## config.mk

```make
export PLATFORM = sky130hd
export DESIGN_NAME = instr_mem_loader
export DESIGN_NICKNAME = d
export VERILOG_FILES = /design/src/rtl/instr_mem_loader_pkg.sv /design/src/rtl/instr_mem_loader_word_assembler.sv /design/src/rtl/instr_mem_loader.sv
export SDC_FILE = /design/constraint.sdc
export NUM_CORES = 1
export LEC_CHECK = 0
export ABC_AREA = 1
export BUFFER_PORTS_ARGS = -buffer_cell sky130_fd_sc_hd__buf_2
export CAP_MARGIN = 10
export CORE_MARGIN = 2
export CORE_UTILIZATION = 49
export CTS_CLUSTER_DIAMETER = 40
export DETAILED_ROUTE_END_ITERATION = 12
export GPL_ROUTABILITY_DRIVEN = 0
export PLACE_DENSITY = 0.76
export SLEW_MARGIN = 0
export SYNTH_ARGS = -nofsm -noshare
export SYNTH_HDL_FRONTEND = slang
export SYNTH_SLANG_ARGS = --single-unit
```

## constraint.sdc

```tcl
create_clock -name clk -period 4.2 [get_ports clk]
set_input_delay 0.21 -clock clk [delete_from_list [all_inputs] [get_ports clk]]
set_output_delay 0.21 -clock clk [all_outputs]
set_load 0.005 [all_outputs]
```

## src/rtl/instr_mem_loader_pkg.sv

```systemverilog
// Shared types and sizing for the instruction-memory loader.
package instr_mem_loader_pkg;

  localparam int unsigned WORD_QUANTITY_DEFAULT = 256;
  localparam int unsigned BYTES_PER_WORD        = 4;
  localparam int unsigned WORD_W                = BYTES_PER_WORD * 8;
  localparam int unsigned COUNT_W               = 16;

  typedef enum logic [2:0] {
    IDLE,
    LEN_LO,
    LEN_HI,
    DATA,
    WRITE,
    DONE,
    ERR
  } loader_state_t;

endpackage

```

## src/rtl/instr_mem_loader_word_assembler.sv

```systemverilog
// Packs incoming bytes little-endian into one instruction word and tracks the byte index.
module word_assembler
  import instr_mem_loader_pkg::*;
(
  input  logic              clk,
  input  logic              rst,
  input  logic              clear,
  input  logic              load,
  input  logic [7:0]        byte_in,
  output logic [WORD_W-1:0] word,
  output logic              word_full,
  output logic              last_c
);

  localparam int unsigned IDX_W = $clog2(BYTES_PER_WORD);

  logic [IDX_W-1:0] idx;

  // The next accepted byte completes the word.
  assign last_c = (idx == IDX_W'(BYTES_PER_WORD - 1));

  always_ff @(posedge clk or posedge rst) begin
    if (rst) begin
      idx       <= '0;
      word      <= '0;
      word_full <= 1'b0;
    end else if (clear) begin
      idx       <= '0;
      word      <= '0;
      word_full <= 1'b0;
    end else if (load) begin
      word[{idx, 3'b000} +: 8] <= byte_in;
      idx                      <= idx + IDX_W'(1);
      word_full                <= last_c;
    end
  end

endmodule

```

## src/rtl/instr_mem_loader.sv

```systemverilog
// Loads a length-prefixed little-endian byte stream into instruction memory while holding the CPU.
module instr_mem_loader
  import instr_mem_loader_pkg::*;
#(
  parameter int unsigned WORD_QUANTITY = WORD_QUANTITY_DEFAULT
) (
  input  logic               clk,
  input  logic               rst,
  input  logic               start,
  input  logic [7:0]         rx_data,
  input  logic               rx_valid,
  output logic               rx_ready,
  output logic               mem_we,
  output logic [31:0]        mem_addr,
  output logic [WORD_W-1:0]  mem_wdata,
  output logic               cpu_hold,
  output logic               done,
  output logic               error,
  output logic [COUNT_W-1:0] words_loaded
);

  loader_state_t      state_q, state_d;
  logic [COUNT_W-1:0] n_q, n_d;
  logic [COUNT_W-1:0] words_d;
  logic [COUNT_W-1:0] n_hdr;
  logic [31:0]        mem_addr_d;
  logic               accept;
  logic               asm_clear;
  logic               asm_load;
  logic               word_full;
  logic               last_c;
  logic               rx_ready_d, mem_we_d, cpu_hold_d, done_d, error_d;

  assign accept = rx_valid && rx_ready;
  assign n_hdr  = {rx_data, n_q[7:0]};

  word_assembler u_word_assembler (
    .clk       (clk),
    .rst       (rst),
    .clear     (asm_clear),
    .load      (asm_load),
    .byte_in   (rx_data),
    .word      (mem_wdata),
    .word_full (word_full),
    .last_c    (last_c)
  );

  // Next-state, header capture, word counting and registered-output values.
  always_comb begin
    state_d    = state_q;
    n_d        = n_q;
    words_d    = words_loaded;
    mem_addr_d = mem_addr;
    asm_clear  = 1'b0;
    asm_load   = 1'b0;
    unique case (state_q)
      IDLE, DONE, ERR: begin
        if (start) begin
          state_d    = LEN_LO;
          n_d        = '0;
          words_d    = '0;
          mem_addr_d = '0;
          asm_clear  = 1'b1;
        end
      end
      LEN_LO: begin
        if (accept) begin
          n_d[7:0] = rx_data;
          state_d  = LEN_HI;
        end
      end
      LEN_HI: begin
        if (accept) begin
          n_d       = n_hdr;
          asm_clear = 1'b1;
          if (n_hdr == '0) begin
            state_d = DONE;
          end else if (32'(n_hdr) > WORD_QUANTITY) begin
            state_d = ERR;
          end else begin
            state_d = DATA;
          end
        end
      end
      DATA: begin
        if (accept) begin
          asm_load = 1'b1;
          if (last_c) begin
            state_d    = WRITE;
            mem_addr_d = 32'(words_loaded) << 2;
          end
        end
      end
      WRITE: begin
        asm_clear = 1'b1;
        state_d   = DATA;
        if (word_full) begin
          words_d = words_loaded + COUNT_W'(1);
          if (words_d == n_q) begin
            state_d = DONE;
          end
        end
      end
      default: state_d = IDLE;
    endcase

    rx_ready_d = (state_d == LEN_LO) || (state_d == LEN_HI) || (state_d == DATA);
    mem_we_d   = (state_d == WRITE);
    cpu_hold_d = (state_d != DONE);
    done_d     = (state_d == DONE);
    error_d    = (state_d == ERR);
  end

  always_ff @(posedge clk or posedge rst) begin
    if (rst) begin
      state_q      <= IDLE;
      n_q          <= '0;
      words_loaded <= '0;
      mem_addr     <= '0;
      rx_ready     <= 1'b0;
      mem_we       <= 1'b0;
      cpu_hold     <= 1'b1;
      done         <= 1'b0;
      error        <= 1'b0;
    end else begin
      state_q      <= state_d;
      n_q          <= n_d;
      words_loaded <= words_d;
      mem_addr     <= mem_addr_d;
      rx_ready     <= rx_ready_d;
      mem_we       <= mem_we_d;
      cpu_hold     <= cpu_hold_d;
      done         <= done_d;
      error        <= error_d;
    end
  end

endmodule
```

==> results.sh, run 1 <==
export IMPL_final_cell_mix="nand2_1 (165), nand3_1 (95), dfrtp_1 (90)"
export IMPL_critPathCaptureType="flip-flop"
export IMPL_critPathLaunchType="flip-flop"
export IMPL_fin_nets=745
export IMPL_drtIter0Drc=356
export IMPL_synth_cell_types=31
export IMPL_use_met3_pct=3.681
export IMPL_hold_buffers=0
export IMPL_clk_latency_ns=0.37
export IMPL_clk_pin_slew_ns=0.09
export IMPL_synth_area_leader_cell="dfrtp_1"
export IMPL_die_w_um=104.9
export IMPL_cts_tree="yes"
export IMPL_first_pass_iters=5
export IMPL_drt_wl_total_um=12680
export IMPL_final_cells=863
export IMPL_port_buffers=80
export IMPL_rsz0062_at_grt="false"
export IMPL_syn_inst=651
export IMPL_worstSetupPathType="reg2reg"
export IMPL_grt_max_degree=54
export IMPL_clk_path_buf_depth=2
export IMPL_synth_adder_area_share_pct=1.757
export IMPL_antenna_cells=0
export IMPL_status="finished with violations"
export IMPL_via_per_inst=5.374
export IMPL_avgSynthCellArea_um2=7.657
export IMPL_dp_cells=848
export IMPL_power_density_nw_per_um2=493.7
export IMPL_design_core_area_um2=9819
export IMPL_final_antenna_net_count=0
export IMPL_synth_warnings=0
export IMPL_dieHeight_um=104.9
export IMPL_skew_ns=0.01100
export IMPL_min_period_ns=2.519
export IMPL_clockRootBuffer="clkbuf_8"
export IMPL_crit_reg2reg_launch="state_q[0]"
export IMPL_synthSimpleGateAreaFrac_pct=31.15
export IMPL_clock_sinks=91
export IMPL_slew_violations=0
export IMPL_grt_overflow=0
export IMPL_failed_checks="hold timing"
export IMPL_synthMuxAreaShare_pct=0
export IMPL_synth_area_leaders="dfrtp_1 (45%), nand2_1 (12%), nand3_1 (9.5%)"
export IMPL_r2r_end="u_word_assembler.word[21]"
export IMPL_post_cts_resized=0
export IMPL_stdcell_area_um2=5623
export IMPL_syn_area_um2=4985
export IMPL_fin_crit_sh_pct=59.98
export IMPL_worst_r2r_cell_count=10
export IMPL_ys_seq_area_share_pct=45.71
export IMPL_p_leak_nw=2.931
export IMPL_hold_viol=10
export IMPL_route_detailed_drc=0
export IMPL_use_met2_pct=40.12
export IMPL_hp_class="in2async"
export IMPL_fmax_mhz=397.0
export IMPL_r2r_slack_ns=1.68
export IMPL_cts_max_level=3
export IMPL_worstPathRequired_ns=4.44
export IMPL_io_pin_count=97
export IMPL_grt_busiest_layer="met2"
export IMPL_synth_xor_area_share_pct=0.4769
export IMPL_dpl_hpwl_um=9384
export IMPL_max_cap_violations=0
export IMPL_worstPathArrival_ns=2.76
export IMPL_synth_compound_area_share_pct=10.32
export IMPL_synth_top_area_share_pct=45.18
export IMPL_antenna_found_initial=0
export IMPL_drive_above_1_share_pct=18.63
export IMPL_ir_drop_uv=230.5
export IMPL_met1_usage_pct=29.67
export IMPL_grt_pass1_vias=4316
export IMPL_cts_inserted_buffers=9
export IMPL_final_common_cell="nand2_1"
export IMPL_tns_ns=0
export IMPL_max_slew_worst_pin_slew_ns=0.8710
export IMPL_syn_to_final_growth_pct=12.80
export IMPL_cts_setup_buffers=0
export IMPL_track_usage_pct=23.56
export IMPL_via_count=4638
export IMPL_hold_ws_ns=-0.004860
export IMPL_rows=36
export IMPL_synth_top_family_by_area="simple AND/OR/NAND/NOR gates"
export IMPL_setup_violations=0
export IMPL_place_area_um2=5423
export IMPL_relSlewSlack_pct=41.87
export IMPL_ys_ff_latch=91
export IMPL_initial_utilization_pct=50.76
export IMPL_crit_fanout=28
export IMPL_n_fill_cell=949
export IMPL_dieArea_um2=11000
export IMPL_route_detailed_wl_per_inst_um=14.69
export IMPL_total_power_mw=2.776
export IMPL_grt_pass1_wl_um=20700
==> registers in the layout (all words and copies together), names as in the netlist <==
register,cells
error,1
mem_addr,16
state_q,3
cpu_hold,1
n_q,16
rx_ready,1
words_loaded,16
u_word_assembler.word,32
done,1
u_word_assembler.idx,2
mem_we,1
u_word_assembler.word_full,1
==> synth_stat cells <==
library cell,number
inv_1,74
nor2_4,3
ha_1,7
o21ai_1,2
nor3_1,1
dfstp_2,1
a31oi_2,1
nand2_1,165
nor2_1,34
nor3_4,3
conb_1,1
o21ai_0,35
nand3_1,95
dfrtp_1,90
nor4_1,2
inv_2,14
buf_4,18
a211oi_4,1
a21oi_1,32
xor3_1,1
nand3b_1,1
o22ai_1,18
nor2_2,7
a31oi_1,1
buf_1,1
buf_2,5
o21ai_2,2
nor3_2,1
nand4_1,21
nand2_2,6
clkbuf_1,8
==> metrics by stage <==
stage	setup slack [ns]	utilization, %
final	1.681	57.26
after global routing	1.371	57.26
after CTS	1.697	57.26
after detailed placement	1.697	55.22
after global placement	1.856	55.22
after floorplan	1.628	-
==> critical path, stage by stage (launching register included) <==
cell	delay, ns
dfrtp_1	0.45
inv_2	0.13
nand2_1	0.08
nor2_1	0.50
nand2_1	0.20
nand2_2	0.27
inv_2	0.06
nand2_2	0.39
inv_2	0.10
o21ai_2	0.13
o22ai_1	0.10
==> how the worst max path moves through the flow <==
stage	start	end	slack, ns	cells past startpoint
2_1_floorplan	rst	done	1.63	1
3_3_place_gp	state_q[0]	u_word_assembler.word[17]	1.86	10
3_5_place_dp	state_q[0]	u_word_assembler.word_full	1.70	10
4_1_cts	state_q[0]	u_word_assembler.word_full	1.70	10
5_1_grt	state_q[0]	u_word_assembler.word[22]	1.37	10
6_report	state_q[0]	u_word_assembler.word[21]	1.68	10
==> per-layer routing <==
metal | wire length, µm | vias to the layer above
li1 | - | 2260
met1 | 5227 | 2146
met2 | 6220 | 194
met3 | 871 | 38
met4 | 357 | 0
met5 | 0 | -
==> power by group <==
| group | leakage (nW) | internal [mW] | total (mW) | switching, mW |
|---|---|---|---|---|
| clock network | 0.0950 | 0.291 | 0.601 | 0.310 |
| logic | 1.59 | 0.298 | 1.06 | 0.763 |
| registers | 1.25 | 1.01 | 1.11 | 0.107 |
==> kinds of logic (layout without fill, tap and decap cells) <==
group                      Yosys count  count (layout)
buffers and inverters              120             184
adders and majority gates            7               7
AOI/OAI and AO/OA                   92              92
xor gates and xnor gates             1               1
DFF                                 91              91
other                                1              16
and+or+nand+nor                    339             339
==> area by class of cell <==
cell class	instances	area, µm²	area share (%)
inverters	88	331.6	5.897
repair buffers	81	407.9	7.254
flip-flops and latches	91	2278	40.52
well taps	133	166.4	2.960
clock inverters	5	62.56	1.113
clock buffers	10	137.6	2.448
multi-input cells	455	2238	39.81
(Power assumes the default switching activity.)
==> run 2, diff against run 1 <==
PLACE_DENSITY = 0.79   (was 0.76)
clock period = 2.1 ns   (was 4.2 ns; I/O delays follow)
==> run 2 against run 1 <==
The run ends with setup timing left. First-iteration DRC count grew 14%. Wire length rose by 9.3%. Clock power rose by 88%. Via count is 5.9% higher. Sequential cell count stayed put. Critical path depth rose by 6. Clock skew increased by 0.0051 ns. Clock-buffer cell count stayed put. Register-to-register slack got worse by 1.7 ns. Die area did not move. Core utilization increased by 3.6 points. Largest power group is now combinational cells.
==> results.sh, run 2 (synthesis gave the netlist of run 1 again) <==
export IMPL_status="finished with violations"
export IMPL_failed_checks="setup timing"
export IMPL_syn_to_final_growth_pct=19.80
export IMPL_crit_cells=16
export IMPL_slowest_stage="dfrtp_1"
export IMPL_fin_nets=768
export IMPL_worst_r2r_cell_count=16
export IMPL_clock_sinks=91
export IMPL_crit_reg2reg_launch="words_loaded[1]"
export IMPL_dpl_hpwl_um=9625
export IMPL_place_area_um2=5543
export IMPL_hold_end="u_word_assembler.word[5]"
export IMPL_switchingPower_mw=2.512
export IMPL_hold_path_startpoint="rx_data[5]"
export IMPL_p_leak_nw=3.077
export IMPL_fmax_mhz=471.6
export IMPL_clk_path_buf_depth=2
export IMPL_via_count=4911
export IMPL_seqPwrFrac_pct=38.7
export IMPL_dieHeight_um=104.9
export IMPL_clockRootBuffer="clkbuf_8"
export IMPL_drive_above_1_share_pct=26.53
export IMPL_r2r_slack_ns=-0.02
export IMPL_clk_latency_ns=0.38
export IMPL_cts_tree="yes"
export IMPL_crit_family="simple AND/OR/NAND/NOR gates"
export IMPL_whs_path_depth=3
export IMPL_grt_pass1_wl_um=21500
export IMPL_skew_ns=0.01606
export IMPL_fin_crit_sh_pct=101.0
export IMPL_cpPeakStageDelay_ns=0.43
export IMPL_slew_violations=0
export IMPL_dp_cells=862
export IMPL_relSlewSlack_pct=64.55
export IMPL_io_pin_count=97
export IMPL_p_sw_share_pct=43.97
export IMPL_drt_wl_total_um=13860
export IMPL_worstPathRequired_ns=2.40
export IMPL_min_period_ns=2.120
export IMPL_rsz0062_at_grt="true"
export IMPL_cts_max_level=3
export IMPL_stdcell_area_um2=5972
export IMPL_max_cap_violations=0
export IMPL_p_int_mw=3.201
export IMPL_path_buf_inv=2
export IMPL_route_detailed_wl_per_inst_um=15.62
export IMPL_port_buffers=80
export IMPL_hold_viol=0
export IMPL_largest_reg_flops=32
export IMPL_clk_pin_slew_ns=0.10
export IMPL_die_w_um=104.9
export IMPL_max_slew_worst_pin_slew_ns=0.5300
export IMPL_grt_max_degree=92
export IMPL_rows=36
export IMPL_grt_pass1_vias=4423
export IMPL_antenna_found_initial=0
export IMPL_final_common_cell="nand2_1"
export IMPL_hp_class="in2reg"
export IMPL_crit_fanout=6
export IMPL_via_per_inst=5.537
export IMPL_dieArea_um2=11000
export IMPL_ir_drop_uv=528.6
export IMPL_power_density_nw_per_um2=956.6
export IMPL_post_place_ws_ns=-0.03538
export IMPL_initial_utilization_pct=50.76
export IMPL_final_cell_mix="nand2_1 (147), nand3_1 (86), dfrtp_1 (82)"
export IMPL_largest_register="u_word_assembler.word"
export IMPL_r2r_end="error"
export IMPL_final_util_pct=60.82
export IMPL_p_clk_share_pct=19.7
export IMPL_cts_inserted_buffers=9
export IMPL_final_cells=887
export IMPL_critPathCaptureType="flip-flop"
export IMPL_comb_power_share_pct=41.6
export IMPL_layout_setup_ws_ns=-0.02047
export IMPL_antenna_cells=0
export IMPL_setup_violations=2
export IMPL_path_cells="ha_4 > nand2_4 > nor2_4 > buf_12 > nand3_2 > nand2_2 > nand2_2 > nand2_1 > nand2_1 > nor2_1 > nand2_1 > nor2_1 > nand3_1 > nand2_2 > inv_2 > nor2_1"
export IMPL_grt_overflow=0
export IMPL_final_antenna_net_count=0
export IMPL_track_usage_pct=24.54
export IMPL_drtIter0Drc=407
export IMPL_worstSetupPathType="reg2reg"
export IMPL_critPathLaunchType="flip-flop"
export IMPL_design_core_area_um2=9819
export IMPL_first_pass_iters=7
export IMPL_route_detailed_drc=0
export IMPL_worstPathArrival_ns=2.42
## run 2: cell types whose count changed in the layout (fill, tap and decap cells not counted), moves of 3 or more
cell and delta:
nand3_1 -9, nand3_2 +9, buf_4 +18, nand2_2 +16
dfrtp_2 +8, dfrtp_1 -8, nor2_1 -4, nand2_1 -18
nor2_4 +3
## run 2: cell type report
| type | instances | area, µm² |
|---|---|---|
| fill | 865 | 3847 |
| multi-input combinational | 455 | 2392 |
| sequential | 91 | 2288 |
| timing repair buffer | 104 | 615.6 |
| inverter | 88 | 334.1 |
| tap | 133 | 166.4 |
| clock buffer | 10 | 127.6 |
| clock inverter | 6 | 47.55 |
## run 2: stage by stage
| step | power (mW) | hold slack (ns) | setup TNS, ns |
|---|---|---|---|
| 2_1_floorplan | 3.873 | 0.2424 | 0 |
| 3_3_place_gp | 4.419 | 0.2752 | 0 |
| 3_5_place_dp | 4.486 | 0.2846 | -0.05663 |
| 4_1_cts | 5.617 | 0.03847 | 0 |
| 5_1_grt | 6.093 | 0.03213 | -0.3310 |
| 6_report | 5.713 | 0.05397 | -0.03264 |
## run 2: worst min-delay path, cell delays in order
cell and delay, ns:
buf_2 0.15, nand2_1 0.08, a21oi_1 0.06
## run 2: repair_timing
action	in CTS	in global routing
gates resized for setup	2	51
buffers inserted	0	8
endpoints found under the setup margin	3	6
pin swaps	0	27
hold buffers	1	0
endpoints found under the hold margin	90	0
## run 2: power groups by stage
| stage | logic, mW | registers, mW | clock network, mW |
|---|---|---|---|
| after floorplan | 1.67 | 2.20 | 0 |
| after global placement | 2.19 | 2.22 | 0 |
| after detailed placement | 2.25 | 2.23 | 0 |
| after CTS | 2.27 | 2.20 | 1.15 |
| after global routing | 2.62 | 2.25 | 1.22 |
| final | 2.37 | 2.21 | 1.13 |
## run 2: layer usage
layer,track usage [%],vias up,wire (µm)
met5,0,-,0
met4,8.095,0,365
met3,4.679,39,1157
met2,40.58,276,6750
met1,32.50,2290,5581
li1,-,2306,-
## run 2: worst max-delay path by stage
stage	start	end	slack [ns]
3_3_place_gp	words_loaded[0]	rx_ready	0.09
3_5_place_dp	words_loaded[0]	rx_ready	-0.04
5_1_grt	words_loaded[1]	rx_ready	-0.11
2_1_floorplan	u_word_assembler.idx[0]	u_word_assembler.word[31]	0.25
6_report	words_loaded[1]	error	-0.02
4_1_cts	words_loaded[0]	error	0.004
==> run 3, diff against run 2 <==
CORE_UTILIZATION = 50   (was 49)
PLACE_DENSITY = 0.8   (was 0.79)
==> run 3 against run 2 <==
The run still ends with setup timing left. Register-to-register slack worse by 0.06 ns. Clock-buffer cell count rose by 2. Non-clock buffer count rose by 7.
==> results.sh, run 3 (synthesis gave the netlist of run 1 again) <==
export IMPL_fin_crit_sh_pct=103.6
export IMPL_drtIter0Drc=375
export IMPL_dpl_hpwl_um=9695
export IMPL_hold_ws_ns=0.04358
export IMPL_die_w_um=103.8
export IMPL_drt_wl_total_um=13980
export IMPL_track_usage_pct=24.57
export IMPL_p_int_mw=3.312
export IMPL_final_cell_mix="nand2_1 (145), dfrtp_1 (89), nand3_1 (88)"
export IMPL_dieArea_um2=10780
export IMPL_worstPathRequired_ns=2.37
export IMPL_via_per_inst=5.579
export IMPL_slowest_stage="dfrtp_1"
export IMPL_worstPathArrival_ns=2.45
export IMPL_clock_sinks=91
export IMPL_final_antenna_net_count=0
export IMPL_min_period_ns=2.177
export IMPL_route_detailed_wl_per_inst_um=15.63
export IMPL_total_power_mw=5.827
export IMPL_crit_family="simple AND/OR/NAND/NOR gates"
export IMPL_grt_overflow=0
export IMPL_dp_cells=862
export IMPL_antenna_cells=0
export IMPL_route_detailed_drc=0
export IMPL_crit_fanout=7
export IMPL_via_count=4988
export IMPL_initial_utilization_pct=51.23
export IMPL_cts_tree="yes"
export IMPL_grt_pass1_vias=4491
export IMPL_largest_reg_flops=32
export IMPL_failed_checks="setup timing"
export IMPL_cpPeakStageDelay_ns=0.45
export IMPL_comb_power_share_pct=42.8
export IMPL_largest_register="u_word_assembler.word"
export IMPL_p_sw_share_pct=43.16
export IMPL_max_cap_violations=0
export IMPL_dieHeight_um=103.8
export IMPL_critPathCaptureType="flip-flop"
export IMPL_port_buffers=80
export IMPL_clk_latency_ns=0.37
export IMPL_ir_drop_uv=479.7
export IMPL_clockRootBuffer="clkbuf_8"
export IMPL_max_slew_worst_pin_slew_ns=0.5028
export IMPL_final_common_cell="nand2_1"
export IMPL_fin_nets=775
export IMPL_layout_setup_ws_ns=-0.07663
export IMPL_cts_inserted_buffers=9
export IMPL_skew_ns=0.01196
export IMPL_grt_pass1_wl_um=21470
export IMPL_critPathLaunchType="flip-flop"
export IMPL_path_buf_inv=2
export IMPL_final_util_pct=61.93
export IMPL_design_core_area_um2=9729
export IMPL_top_layer="met4"
export IMPL_slew_violations=0
export IMPL_hp_class="in2reg"
export IMPL_p_leak_nw=3.097
export IMPL_route_met3_wl_um=1137
export IMPL_p_clk_share_pct=19.1
export IMPL_wl_met1_um=5626
export IMPL_io_pin_count=97
export IMPL_clk_path_buf_depth=2
export IMPL_path_common_cell="nand2_1"
export IMPL_syn_to_final_growth_pct=20.88
export IMPL_relSlewSlack_pct=66.17
export IMPL_drive_above_1_share_pct=26.81
export IMPL_clk_pin_slew_ns=0.09
export IMPL_rows=36
export IMPL_setup_violations=3
export IMPL_power_density_nw_per_um2=967.0
export IMPL_final_cells=894
export IMPL_status="finished with violations"
export IMPL_fmax_mhz=459.4
export IMPL_tns_ns=-0.1534
export IMPL_seqPwrFrac_pct=38.0
export IMPL_cts_max_level=3
export IMPL_route_met2_wl_um=6866
export IMPL_hold_viol=0
export IMPL_worstSetupPathType="reg2reg"
export IMPL_first_pass_iters=6
export IMPL_rsz0062_at_grt="true"
export IMPL_antenna_found_initial=0
export IMPL_switchingPower_mw=2.515
export IMPL_path_cells="buf_6 > clkinvlp_4 > nor2_4 > nand4_1 > nand2_2 > nand2_1 > nand2_1 > nand2_1 > nor2_2 > nand3_1 > nand2_1 > nand2_1 > nand2_1 > nor2_2"
export IMPL_grt_max_degree=92
==> run 3: changes by cell type in the layout (fill, tap and decap cells not counted), sizes merged <==
cell	before	now
inv	90	87
clkbuf	10	12
clkinv	3	2
clkinvlp	1	3
buf	103	110
==> run 3: final timing paths <==
| check | from | slack, ns | endpoint | cells after the start |
|---|---|---|---|---|
| setup / recovery | words_loaded[0] | -0.08 | error | 14 |
| hold / removal | rx_data[3] | 0.04 | u_word_assembler.word[3] | 3 |
| setup reg to reg | words_loaded[0] | -0.08 | error | 14 |
| hold reg to reg | mem_addr[9] | 0.51 | mem_addr[9] | 2 |
| max in group asynchronous | rst | 1.29 | cpu_hold | 4 |
| min in group asynchronous | rst | 0.38 | u_word_assembler.word[4] | 4 |
==> run 3: final cells by class <==
| cell class | instances | area (µm²) |
|---|---|---|
| repair buffers | 111 | 668.1 |
| multi-input cells | 455 | 2395 |
| clock inverters | 4 | 33.78 |
| flip-flops and latches | 91 | 2280 |
| well taps | 133 | 166.4 |
| fillers | 876 | 3704 |
| inverters | 88 | 337.8 |
| clock buffers | 12 | 145.1 |
==> run 3: timing repair <==
item                                   in CTS  in global routing
endpoints found under the hold margin      90                  0
setup buffers                               0                 15
hold buffers                                1                  0
gates cloned                                0                  0
pin swaps                                   0                 32
setup endpoints to repair                   2                  9
gates resized for setup                     1                 48
==> run 3: per-layer routing <==
layer / vias to the layer above / track usage [%]
li1: 2313 / -
met1: 2375 / 32.11
met2: 260 / 40.46
met3: 40 / 5.286
met4: 0 / 8.784
met5: - / 0
==> run 3: through the flow <==
| step | setup slack, ns | instance area [µm²] |
|---|---|---|
| finish | -0.07663 | 6026 |
| floorplan | 0.2485 | 5045 |
| detailed placement | 0.001141 | 5543 |
| global placement | 0.1230 | 5543 |
| CTS | 0.05444 | 5737 |
| global route | -0.1875 | 6026 |
==> run 3: worst reg2reg max path: cells and delay by family, from the launching register on <==
| family | cells | cell delay (ns) |
|---|---|---|
| AND/OR/NAND/NOR | 12 | 1.34 |
| flip-flops | 1 | 0.45 |
| buffers and inverters | 2 | 0.27 |
==> run 3: power by group through the flow <==
stage	registers, mW	logic [mW]	clock network [mW]
after global placement	2.22	2.21	0
after detailed placement	2.23	2.28	0
after floorplan	2.20	1.67	0
final	2.22	2.50	1.12
after CTS	2.20	2.29	1.14
after global routing	2.25	2.77	1.20
